### src/rtl/e2tt_pkg.sv
// Shared types and the EBCDIC-to-typewriter translation table for the console printer path.
// Latency: none (types, constants and a pure function only).
// Backpressure: not applicable.
// Contents: printer command enum, sequencer state enum, NL/SP codes, ebcdic_to_tt().
package e2tt_pkg;

    typedef enum logic [2:0] {
        CMD_PRINT      = 3'd0,
        CMD_SHIFT_UP   = 3'd1,
        CMD_SHIFT_DOWN = 3'd2,
        CMD_SPACE      = 3'd3,
        CMD_NEWLINE    = 3'd4
    } cmd_e;

    typedef enum logic [2:0] {
        ST_IDLE,
        ST_DECODE,
        ST_SHIFT,
        ST_ISSUE,
        ST_WAIT
    } state_e;

    localparam logic [7:0] E_NL = 8'h15;
    localparam logic [7:0] E_SP = 8'h40;

    typedef struct packed {
        logic       printable;
        logic       need_upper;
        logic       need_lower;
        logic [5:0] tt;
    } tt_info_t;

    // Letters map to tilt/rotate codes 0..25 regardless of case (the case is
    // a carriage property, not part of the code); digits 26..35; . , / 36..38.
    function automatic tt_info_t ebcdic_to_tt(input logic [7:0] b);
        tt_info_t   r;
        logic [3:0] zone;
        logic [3:0] dig;
        zone = b[7:4];
        dig  = b[3:0];
        r    = '0;
        case (zone)
            4'h8, 4'hC: if (dig >= 4'd1 && dig <= 4'd9) begin
                r.printable = 1'b1;
                r.tt        = 6'(dig) - 6'd1;
            end
            4'h9, 4'hD: if (dig >= 4'd1 && dig <= 4'd9) begin
                r.printable = 1'b1;
                r.tt        = 6'(dig) + 6'd8;
            end
            4'hA, 4'hE: if (dig >= 4'd2 && dig <= 4'd9) begin
                r.printable = 1'b1;
                r.tt        = 6'(dig) + 6'd16;
            end
            4'hF: if (dig <= 4'd9) begin
                r.printable = 1'b1;
                r.tt        = 6'(dig) + 6'd26;
            end
            default: ;
        endcase
        if (r.printable) begin
            r.need_lower = (zone == 4'h8) || (zone == 4'h9) || (zone == 4'hA);
            r.need_upper = (zone == 4'hC) || (zone == 4'hD) || (zone == 4'hE);
        end
        case (b)
            8'h4B: begin r.printable = 1'b1; r.tt = 6'd36; end
            8'h6B: begin r.printable = 1'b1; r.tt = 6'd37; end
            8'h61: begin r.printable = 1'b1; r.tt = 6'd38; end
            default: ;
        endcase
        return r;
    endfunction

endpackage

### src/rtl/e2tt_fifo.sv
// Small synchronous FIFO holding EBCDIC bytes ahead of the print sequencer.
// Latency: 1 cycle push-to-visible; read data is the head entry, combinational.
// Backpressure: push ignored when full (even with a simultaneous pop); pop ignored when empty.
// Ports: clk, reset (sync, active-high), push/wdata, pop/rdata, full, empty, count.
module e2tt_fifo #(
    parameter int DEPTH = 4,
    parameter int WIDTH = 8
) (
    input  logic                     clk,
    input  logic                     reset,
    input  logic                     push,
    input  logic [WIDTH-1:0]         wdata,
    input  logic                     pop,
    output logic [WIDTH-1:0]         rdata,
    output logic                     full,
    output logic                     empty,
    output logic [$clog2(DEPTH):0]   count
);
    localparam int AW = $clog2(DEPTH);
    localparam int CW = AW + 1;

    logic [WIDTH-1:0] mem [DEPTH];
    logic [AW-1:0]    wr_ptr;
    logic [AW-1:0]    rd_ptr;
    logic             push_ok;
    logic             pop_ok;

    assign full    = (count == CW'(DEPTH));
    assign empty   = (count == '0);
    assign push_ok = push && !full;
    assign pop_ok  = pop && !empty;
    assign rdata   = mem[rd_ptr];

    always_ff @(posedge clk) begin
        if (push_ok) begin
            mem[wr_ptr] <= wdata;
        end
    end

    // DEPTH is a power of two, so pointer wrap is the natural overflow.
    always_ff @(posedge clk) begin
        if (reset) begin
            wr_ptr <= '0;
            rd_ptr <= '0;
            count  <= '0;
        end else begin
            if (push_ok) wr_ptr <= wr_ptr + AW'(1);
            if (pop_ok)  rd_ptr <= rd_ptr + AW'(1);
            case ({push_ok, pop_ok})
                2'b10:   count <= count + CW'(1);
                2'b01:   count <= count - CW'(1);
                default: ;
            endcase
        end
    end

endmodule

### src/rtl/e2tt_seq.sv
// Sequenced EBCDIC-to-typewriter translator: FIFO, case tracking, shift insertion, print pacing.
// Latency: FIFO head to strobe 2 cycles; with a case shift, shift at +2 and char at +2+PRINT_CYCLES+1.
// Backpressure: o_data_ready = FIFO not full; strobes spaced >= PRINT_CYCLES+1 cycles apart.
// Ports: i_clk, i_reset (sync, active-high), i_data_reg/i_data_valid/o_data_ready input byte
//        handshake, o_tt_out/o_cmd/o_tt_strobe printer command, o_lower/upper_case_character
//        carriage case, o_invalid dropped-byte pulse, o_busy.
// Optional: define E2TT_AUTO_CR_EN for automatic NEWLINE when the column reaches COLUMNS.
module e2tt_seq
    import e2tt_pkg::*;
#(
    parameter int PRINT_CYCLES = 3,
    parameter int DEPTH        = 4,
    parameter int COLUMNS      = 126
) (
    input  logic       i_clk,
    input  logic       i_reset,
    input  logic [7:0] i_data_reg,
    input  logic       i_data_valid,
    output logic       o_data_ready,
    output logic [5:0] o_tt_out,
    output logic [2:0] o_cmd,
    output logic       o_tt_strobe,
    output logic       o_lower_case_character,
    output logic       o_upper_case_character,
    output logic       o_invalid,
    output logic       o_busy
);
    localparam int                CNT_W    = $clog2(PRINT_CYCLES + 1);
    localparam logic [CNT_W-1:0]  CNT_LOAD = CNT_W'(PRINT_CYCLES - 1);

    // FIFO
    logic                   fifo_full;
    logic                   fifo_empty;
    logic [7:0]             fifo_rdata;
    logic [$clog2(DEPTH):0] fifo_count;
    logic                   fifo_pop;

    // Sequencer state
    state_e            state_q;
    state_e            ret_q;
    logic [CNT_W-1:0]  cnt_q;
    logic [7:0]        hold_q;
    cmd_e              cmd_q;
    logic [5:0]        tt_q;
    logic              strobe_q;
    logic              invalid_q;
    logic              lc_q;
    logic              uc_q;

    // Decode of the held byte
    tt_info_t          info;
    cmd_e              hold_cmd;
    cmd_e              issue_cmd;
    logic              unprintable;
    logic              shift_needed;
    logic              shift_fire;
    logic              issue_fire;
    logic              cr_needed;
    logic              cr_retry;

    e2tt_fifo #(
        .DEPTH (DEPTH),
        .WIDTH (8)
    ) u_fifo (
        .clk   (i_clk),
        .reset (i_reset),
        .push  (i_data_valid),
        .wdata (i_data_reg),
        .pop   (fifo_pop),
        .rdata (fifo_rdata),
        .full  (fifo_full),
        .empty (fifo_empty),
        .count (fifo_count)
    );

    assign fifo_pop = (state_q == ST_IDLE) && !fifo_empty;

    always_comb begin
        info     = ebcdic_to_tt(hold_q);
        hold_cmd = CMD_PRINT;
        if (hold_q == E_NL)      hold_cmd = CMD_NEWLINE;
        else if (hold_q == E_SP) hold_cmd = CMD_SPACE;
    end

    assign unprintable  = !info.printable && (hold_q != E_NL) && (hold_q != E_SP);
    assign shift_needed = (info.need_upper && lc_q) || (info.need_lower && uc_q);
    assign shift_fire   = (state_q == ST_DECODE) && !unprintable && shift_needed;
    // A command strobe is registered on entry to ISSUE, so it is visible while in ISSUE.
    assign issue_fire   = ((state_q == ST_DECODE) && !unprintable && !shift_needed) ||
                          ((state_q == ST_WAIT) && (cnt_q == '0) && (ret_q == ST_ISSUE));
    assign issue_cmd    = cr_needed ? CMD_NEWLINE : hold_cmd;

`ifdef E2TT_AUTO_CR_EN
    localparam int COL_W = $clog2(COLUMNS + 1);
    logic [COL_W-1:0] col_q;

    assign cr_needed = (hold_cmd != CMD_NEWLINE) && (col_q == COL_W'(COLUMNS));
    // An inserted NEWLINE leaves the held command still pending: go round ISSUE again.
    assign cr_retry  = (cmd_q == CMD_NEWLINE) && (hold_cmd != CMD_NEWLINE);

    always_ff @(posedge i_clk) begin
        if (i_reset) begin
            col_q <= '0;
        end else if (issue_fire) begin
            col_q <= (issue_cmd == CMD_NEWLINE) ? '0 : col_q + COL_W'(1);
        end
    end
`else
    logic unused_columns;
    assign unused_columns = (COLUMNS != 0);
    assign cr_needed      = 1'b0;
    assign cr_retry       = 1'b0;
`endif

    always_ff @(posedge i_clk) begin
        if (i_reset) begin
            state_q   <= ST_IDLE;
            ret_q     <= ST_IDLE;
            cnt_q     <= '0;
            hold_q    <= '0;
            cmd_q     <= CMD_PRINT;
            tt_q      <= '0;
            strobe_q  <= 1'b0;
            invalid_q <= 1'b0;
            lc_q      <= 1'b1;
            uc_q      <= 1'b0;
        end else begin
            strobe_q  <= 1'b0;
            invalid_q <= 1'b0;

            if (issue_fire) begin
                strobe_q <= 1'b1;
                cmd_q    <= issue_cmd;
                if (issue_cmd == CMD_PRINT) tt_q <= info.tt;
            end

            // Case flags flip together with the shift strobe.
            if (shift_fire) begin
                strobe_q <= 1'b1;
                cmd_q    <= info.need_upper ? CMD_SHIFT_UP : CMD_SHIFT_DOWN;
                lc_q     <= !info.need_upper;
                uc_q     <= info.need_upper;
            end

            case (state_q)
                ST_IDLE: begin
                    if (!fifo_empty) begin
                        hold_q  <= fifo_rdata;
                        state_q <= ST_DECODE;
                    end
                end
                ST_DECODE: begin
                    if (unprintable) begin
                        invalid_q <= 1'b1;
                        state_q   <= ST_IDLE;
                    end else if (shift_needed) begin
                        state_q <= ST_SHIFT;
                    end else begin
                        state_q <= ST_ISSUE;
                    end
                end
                ST_SHIFT: begin
                    cnt_q   <= CNT_LOAD;
                    ret_q   <= ST_ISSUE;
                    state_q <= ST_WAIT;
                end
                ST_ISSUE: begin
                    cnt_q   <= CNT_LOAD;
                    ret_q   <= cr_retry ? ST_ISSUE : ST_IDLE;
                    state_q <= ST_WAIT;
                end
                ST_WAIT: begin
                    if (cnt_q == '0) state_q <= ret_q;
                    else             cnt_q   <= cnt_q - CNT_W'(1);
                end
                default: state_q <= ST_IDLE;
            endcase
        end
    end

    assign o_data_ready           = !fifo_full;
    assign o_tt_out               = tt_q;
    assign o_cmd                  = cmd_q;
    assign o_tt_strobe            = strobe_q;
    assign o_lower_case_character = lc_q;
    assign o_upper_case_character = uc_q;
    assign o_invalid              = invalid_q;
    assign o_busy                 = (state_q != ST_IDLE) || (fifo_count != '0);

endmodule

### config.mk
export PLATFORM = sky130hd
export DESIGN_NAME = e2tt_seq
export DESIGN_NICKNAME = d
export VERILOG_FILES = /design/src/rtl/e2tt_pkg.sv /design/src/rtl/e2tt_fifo.sv /design/src/rtl/e2tt_seq.sv
export SDC_FILE = /design/constraint.sdc
export NUM_CORES = 1
export LEC_CHECK = 0
export BUFFER_PORTS_ARGS = -buffer_cell sky130_fd_sc_hd__buf_2
export CAP_MARGIN = 20
export CELL_PAD_IN_SITES_DETAIL_PLACEMENT = 2
export CELL_PAD_IN_SITES_GLOBAL_PLACEMENT = 2
export CORE_AREA = 5 5 81 120
export DETAILED_ROUTE_END_ITERATION = 8
export DIE_AREA = 0 0 86 125
export HOLD_SLACK_MARGIN = 0.1
export PLACE_DENSITY_LB_ADDON = 0.1
export REMOVE_ABC_BUFFERS = 1
export SKIP_LAST_GASP = 1
export SLEW_MARGIN = 20
export SYNTH_ARGS = -nofsm -noshare
export SYNTH_HDL_FRONTEND = slang
export SYNTH_HIERARCHICAL = 1
export SYNTH_SLANG_ARGS = --single-unit
### constraint.sdc
create_clock -name i_clk -period 3.9 [get_ports i_clk]
set_clock_uncertainty 0.1 [all_clocks]
set_input_delay 0.195 -clock i_clk [delete_from_list [all_inputs] [get_ports i_clk]]
set_output_delay 0.195 -clock i_clk [all_outputs]
set_load 0.03 [all_outputs]
# Yosys cells after proc, flatten, opt, wreduce, memory -nomap -nowiden
# Memories as Yosys holds them, arrays and structs flattened. A register that Yosys moved wholly into a read port is not among the register bits.
# Index checks and enable logic that the tools add are counted.
totals:
  reg_bits: 28
  ram_bits: 32
  inputBits: 11
  elab_cells: 131
  n_memories: 1
classes:
  n_addsub: 9
  magnitude_cmp: 3
  eq_ne: 25
  muxes: 31
  bitwise_logic: 2
  n_reduce_logical: 48
mem_list:
  columns: ["memory", "depth", "word_bits", "rd", "rd_clocked_by_memory_dff", "write_ports", "line", "source"]
  rows:
  - ["u_fifo.mem", 4, 8, 1, 1, 1, "e2tt_fifo.sv:22", "logic [WIDTH-1:0] mem [DEPTH];"]
op_table:
  columns: ["op", "n"]
  rows:
  - ["equality test 8 x 7 -> 1 bit, second input constant", 4]
  - ["equality test 4 bit, second input constant", 7]
  - ["case mux 6 bit (4 select lines)", 1]
  - ["2-to-1 mux 6 bit", 3]
  - ["case mux 6 bit (3 select lines)", 1]
  - ["2-to-1 mux 3 bit", 5]
  - ["logical AND 1 bit", 14]
  - ["adder 4 x 5 -> 6 bit, second input constant", 2]
  - ["case mux 3 bit (2 select lines)", 2]
  - ["case mux 3 bit (4 select lines)", 1]
  - ["2-to-1 mux 1 bit", 10]
  - ["2-to-1 mux 2 bit", 5]
  - ["OR reduction 2 bit", 5]
  - ["equality test 3 x 2 -> 1 bit, second input constant", 3]
  - ["logical NOT 3 bit", 3]
  - ["equality test 8 x 5 -> 1 bit, second input constant", 1]
  - ["!= test 8 x 5 -> 1 bit, second input constant", 1]
  - ["!= test 8 x 7 -> 1 bit, second input constant", 1]
  - ["AND reduction 2 bit", 4]
  - ["nonzero test 2 bit", 4]
  - ["logical OR 1 bit", 7]
  - ["equality test 3 bit, second input constant", 2]
  - ["logical NOT 1 bit", 6]
  - ["nonzero test 3 bit", 2]
  - ["other kinds (21)", 24]

# Logic depth before layout (Yosys ltp)
logic_depth:
  word_depth: 14
  depth_mapped: 11
  mapped_depth_nobuf: 10

# Modules after synthesis
# Netlist, hierarchy kept.
modules_own_cells:
  columns: ["module", "instances", "cells_per_inst", "area_each_um2"]
  rows:
  - ["e2tt_seq", 1, 199, 1712.9]
  - ["e2tt_fifo", 1, 96, 1630.3]

# Worst setup path before layout
# No wires, ideal clock.
synth_path:
  kind: "flip-flop to flip-flop"
  from: "register state_q[1]"
  to: "register u_fifo.count[2]"
  setup_ps: 70
  arrival_time_ps: 2543
  setup_slack_ps: 1187
  stages_incl_launch_ff: 12
  synth_period_minus_slack_ps: 2713
  cell_sequence: "dfxtp_1 -> clkbuf_1 -> nor4_1 -> clkbuf_1 -> o31ai_1 -> inv_1 -> ha_1 -> inv_1 -> fa_1 -> xor2_1 -> or3_1 -> a21oi_1"
synth_via:
  elab_chain_len: 5
synth_rtl:
  columns: ["element", "line", "source"]
  rows:
  - ["from (decl)", "e2tt_seq.sv:39", "state_e state_q;"]
  - ["from (signal assigned)", "e2tt_seq.sv:173", "if (cnt_q == '0) state_q <= ret_q;"]
  - ["logical NOT 3 bit (*)", "e2tt_seq.sv:76", "assign fifo_pop = (state_q == ST_IDLE) && !fifo_empty;"]
  - ["logical AND 1 bit (*)", "e2tt_seq.sv:76", null]
  - ["net fifo_pop", "e2tt_seq.sv:36", "logic fifo_pop;"]
  - ["logical AND 1 bit (*)", "e2tt_fifo.sv:31", "assign pop_ok = pop && !empty;"]
  - ["net u_fifo.pop_ok", "e2tt_fifo.sv:26", "logic pop_ok;"]
  - ["equality test 2 x 1 -> 1 bit or equality test 2 bit (tied branches)", "e2tt_fifo.sv:49", "case ({push_ok, pop_ok})"]
  - ["case mux 3 bit (2 select lines) or nonzero test 2 bit (tied branches)", null, null]
  - ["to (signal assigned)", "e2tt_fifo.sv:50", "2'b10: count <= count + CW'(1);"]
  - ["to (signal assigned)", "e2tt_fifo.sv:51", "2'b01: count <= count - CW'(1);"]
  - ["to (decl)", "e2tt_fifo.sv:17", "output logic [$clog2(DEPTH):0] count"]
# The timed path passes the listed nets; every way through them passes the cells marked *.
# A chain may end at the register's enable or synchronous reset.

# Final worst setup path
layout_path:
  from: "register u_fifo.count[0]"
  to: "register u_fifo.count[2]"
layout_via:
  elab_chain_len: 6
layout_rtl:
  columns: ["element", "line", "source"]
  rows:
  - ["logical NOT 3 bit (*)", "e2tt_fifo.sv:29", "assign empty = (count == '0);"]
  - ["net fifo_empty", "e2tt_seq.sv:33", "logic fifo_empty;"]
  - ["logical NOT 1 bit (*)", "e2tt_fifo.sv:31, e2tt_seq.sv:76", null]
  - ["logical AND 1 bit", "e2tt_seq.sv:76", null]
  - ["logical AND 1 bit (*)", "e2tt_fifo.sv:31", null]
  - ["net u_fifo.pop_ok", "e2tt_fifo.sv:26", null]
  - ["equality test 2 x 1 -> 1 bit or equality test 2 bit (tied branches)", "e2tt_fifo.sv:49", null]
  - ["case mux 3 bit (2 select lines) or nonzero test 2 bit (tied branches)", null, null]
# Marks and branches as above.

==> reports/results.tsv <==
metric	value	unit
Power Dens Cells	732.0	mW/mm^2
Synth area leaders	edfxtp_1, dfxtp_1, mux4_2	
Primary FF master, synth	dfxtp_1	
std cell rows	42	
ANT cells	0	
Post-Syn Area per Cell	11.33	um^2
initial antenna violation count	0	
vias in the first global route	2658	
Tot GR Track Use	16.38	%
CTS max path bufs	2	
TritonCTS clock tree	built	
grt total ovfl	0	
reg-to-reg critical path startpoint	u_fifo/count[0]$_SDFFE_PP0P_	
Unique masters post-synth	58	
total instance count after detailed placement	415	
first-pass GRT wire length	13360	um
Critical Path Fanout Max	10	
fmax	377.0	MHz
total CTS buffers	9	
cells along the critical path	nor3_2 > nor4_2 > buf_4 > o31ai_1 > inv_1 > ha_1 > inv_1 > fa_1 > xor2_1 > or3_1 > a21oi_1	
Yosys warnings	6	
CTS clk-pin slew, worst paths	0.06	ns
vias	2367	
PortBufs	25	
delay of the slowest critical-path stage	0.48	ns
Final TNS setup	0	ns
Pre-antenna DRT Iters	4	
Finished Layout Cells	438	
Leak	1.453	nW
Starting Density	38.56	%
hold slack	0.1583	ns
Die W	86	um
ys async rst share	0	%
Fill cells	904	
DRC Markers	0	
Synth-to-Final Area Change	17.22	%
RSZ-0062 raised after global routing	no	
multi-input logic area	0.001510	mm^2
outcome	finished clean	
most used cell, CP	inv_1	
RePlAce Congestion	0.7530	
Nets	350	
crit path from	u_fifo/count[0]$_SDFFE_PP0P_	
max-cap violations	0	
clk sink count	68	
Seq/Total Area, Yosys	50.30	%
CP startpoint kind	flop	
Worst-Margin Slew	0.6779	ns
Post-synth EDFFs	32	
Synth top area share	28.74	%
HPWL after DPL	5855	um
Synth area leader	edfxtp_1	
cell area after synthesis	0.003343	mm^2
core area	0.008671	mm^2
endpoint type of the worst setup path	flop	
synthesized instance count	295	
most common cell after layout, fill and taps aside	dfxtp_1	
die area	0.01075	mm^2
H-tree depth	3	
worst-skew pair later-pin latency	0.33	ns
clk root buf	clkbuf_16	
die height	125	um
Post-CTS Setup Bufs	0	
largest net degree at the start of global routing	32	
required time worst endpoint	4.06	ns
Final min period	2.652	ns
DRT Wirelength	8255	um
critical path class	flop to flop	
Via-to-Cell Ratio	5.404	
Initial DRC Count	82	
Yosys reg bits	68	
Slowest-stage cell, CP	dfxtp_1	
class of the worst hold path	input port to flop	
DR WL/cell	18.85	um
Reg area	0.001682	mm^2
crit path DAT	2.81	ns
Antenna Nets Post-Route	0	
Ports	26	
Hold Vio Cnt, Final	0	
Max IR drop VDD	379.8	uV
setup violators final	0	
crit share post-route	68.01	%
hold path start	i_data_valid	
Pins Over Slew Limit	0	
Rel. slew slack	54.75	%
layout cells sized above 1	17.68	%
leading cell types in the layout, fill and taps excluded	dfxtp_1, edfxtp_1, nor2_1, buf_2, inv_1	
-- registers in the layout, indices dropped and copies added (netlist names), named ones only --
| signal | flops |
|---|---|
| cnt_q | 2 |
| hold_q | 8 |
| o_cmd | 3 |
| o_invalid | 1 |
| o_lower_case_character | 1 |
| o_tt_out | 6 |
| o_tt_strobe | 1 |
| o_upper_case_character | 1 |
| ret_q | 1 |
| state_q | 3 |
| u_fifo/count | 3 |
| u_fifo/mem | 32 |
| u_fifo/rd_ptr | 2 |
| u_fifo/wr_ptr | 2 |
-- Yosys cell counts, drive strengths merged (5+ instances only) --
| cell | number |
|---|---|
| nand2b | 5 |
| buf | 11 |
| nor2b | 6 |
| and2 | 6 |
| nand2 | 12 |
| a21oi | 16 |
| mux4 | 8 |
| ha | 14 |
| inv | 19 |
| nand3 | 6 |
| nand4 | 5 |
| xor2 | 5 |
| edfxtp | 32 |
| mux2i | 11 |
| nor3 | 6 |
| dfxtp | 36 |
| nor2 | 27 |
| o21ai | 7 |
| clkbuf | 5 |
-- power by group --
group / switching, mW / internal (mW)
Sequential: 0.204 / 0.861
Clock: 0.295 / 0.550
Combinational: 0.560 / 0.398
-- through the flow --
stage	total power, mW	setup WS (ns)	instance area, um^2	utilization (%)
global placement	2.018	1.342	3533	40.75
global route	3.055	1.047	3919	45.19
detailed placement	2.048	1.254	3533	40.75
floorplan	1.737	0.4090	3257	-
finish	2.869	1.248	3919	45.19
CTS	2.909	1.233	3919	45.19
-- final cells by class --
| cell class | instances | area share (%) |
|---|---|---|
| multi-input combinational | 192 | 38.54 |
| clock inverter | 6 | 2.043 |
| tap | 110 | 3.512 |
| inverter | 19 | 1.820 |
| timing repair buffer | 34 | 5.428 |
| sequential | 68 | 42.91 |
| clock buffer | 9 | 5.747 |
-- cell families after synthesis --
logic type,after synthesis,synth area share (%)
XOR/XNOR,7,1.834
buffers and inverters,35,4.716
AO/OA/AOI/OAI,59,13.66
multiplexers,19,8.683
flip-flops,68,50.30
adder cells (fa/ha/maj),15,5.838
AND/OR/NAND/NOR,92,14.97
-- timing repair --
| action | 4_1_cts | 5_1_grt |
|---|---|---|
| endpoints found under the hold margin | 32 | 0 |
| hold buffers | 8 | 0 |
| resized for setup | 0 | 0 |
-- per-layer routing --
layer / global-route usage [%] / wire length (um) / share of wire (%) / up-vias
met3: 3.489 / 229 / 2.8 / 10
met5: 0 / 0 / 0 / -
met2: 31.39 / 4712 / 57 / 29
met1: 16.88 / 3180 / 39 / 1194
li1: - / - / - / 1134
met4: 5.871 / 133 / 1.6 / 0
-- worst paths after layout --
path / to / slack (ns) / cells after the start
worst max-delay path: u_fifo/count[2]$_SDFFE_PP0P_ / 1.25 / 11
worst min-delay path: u_fifo/wr_ptr[0]$_SDFFE_PP0P_ / 0.16 / 4
worst max register to register: u_fifo/count[2]$_SDFFE_PP0P_ / 1.25 / 11
worst min register to register: o_tt_out[5]$_SDFFE_PP0P_ / 0.37 / 1
-- worst max-delay path, delay by kind of cell (launching register included) --
family	cells	cell delay (ns)
compound gates	2	0.28
xor+xnor	1	0.16
fa+ha+maj	2	0.56
buf+inv	3	0.42
flops	1	0.48
simple gates	3	0.59
(Power assumes the default switching activity.)
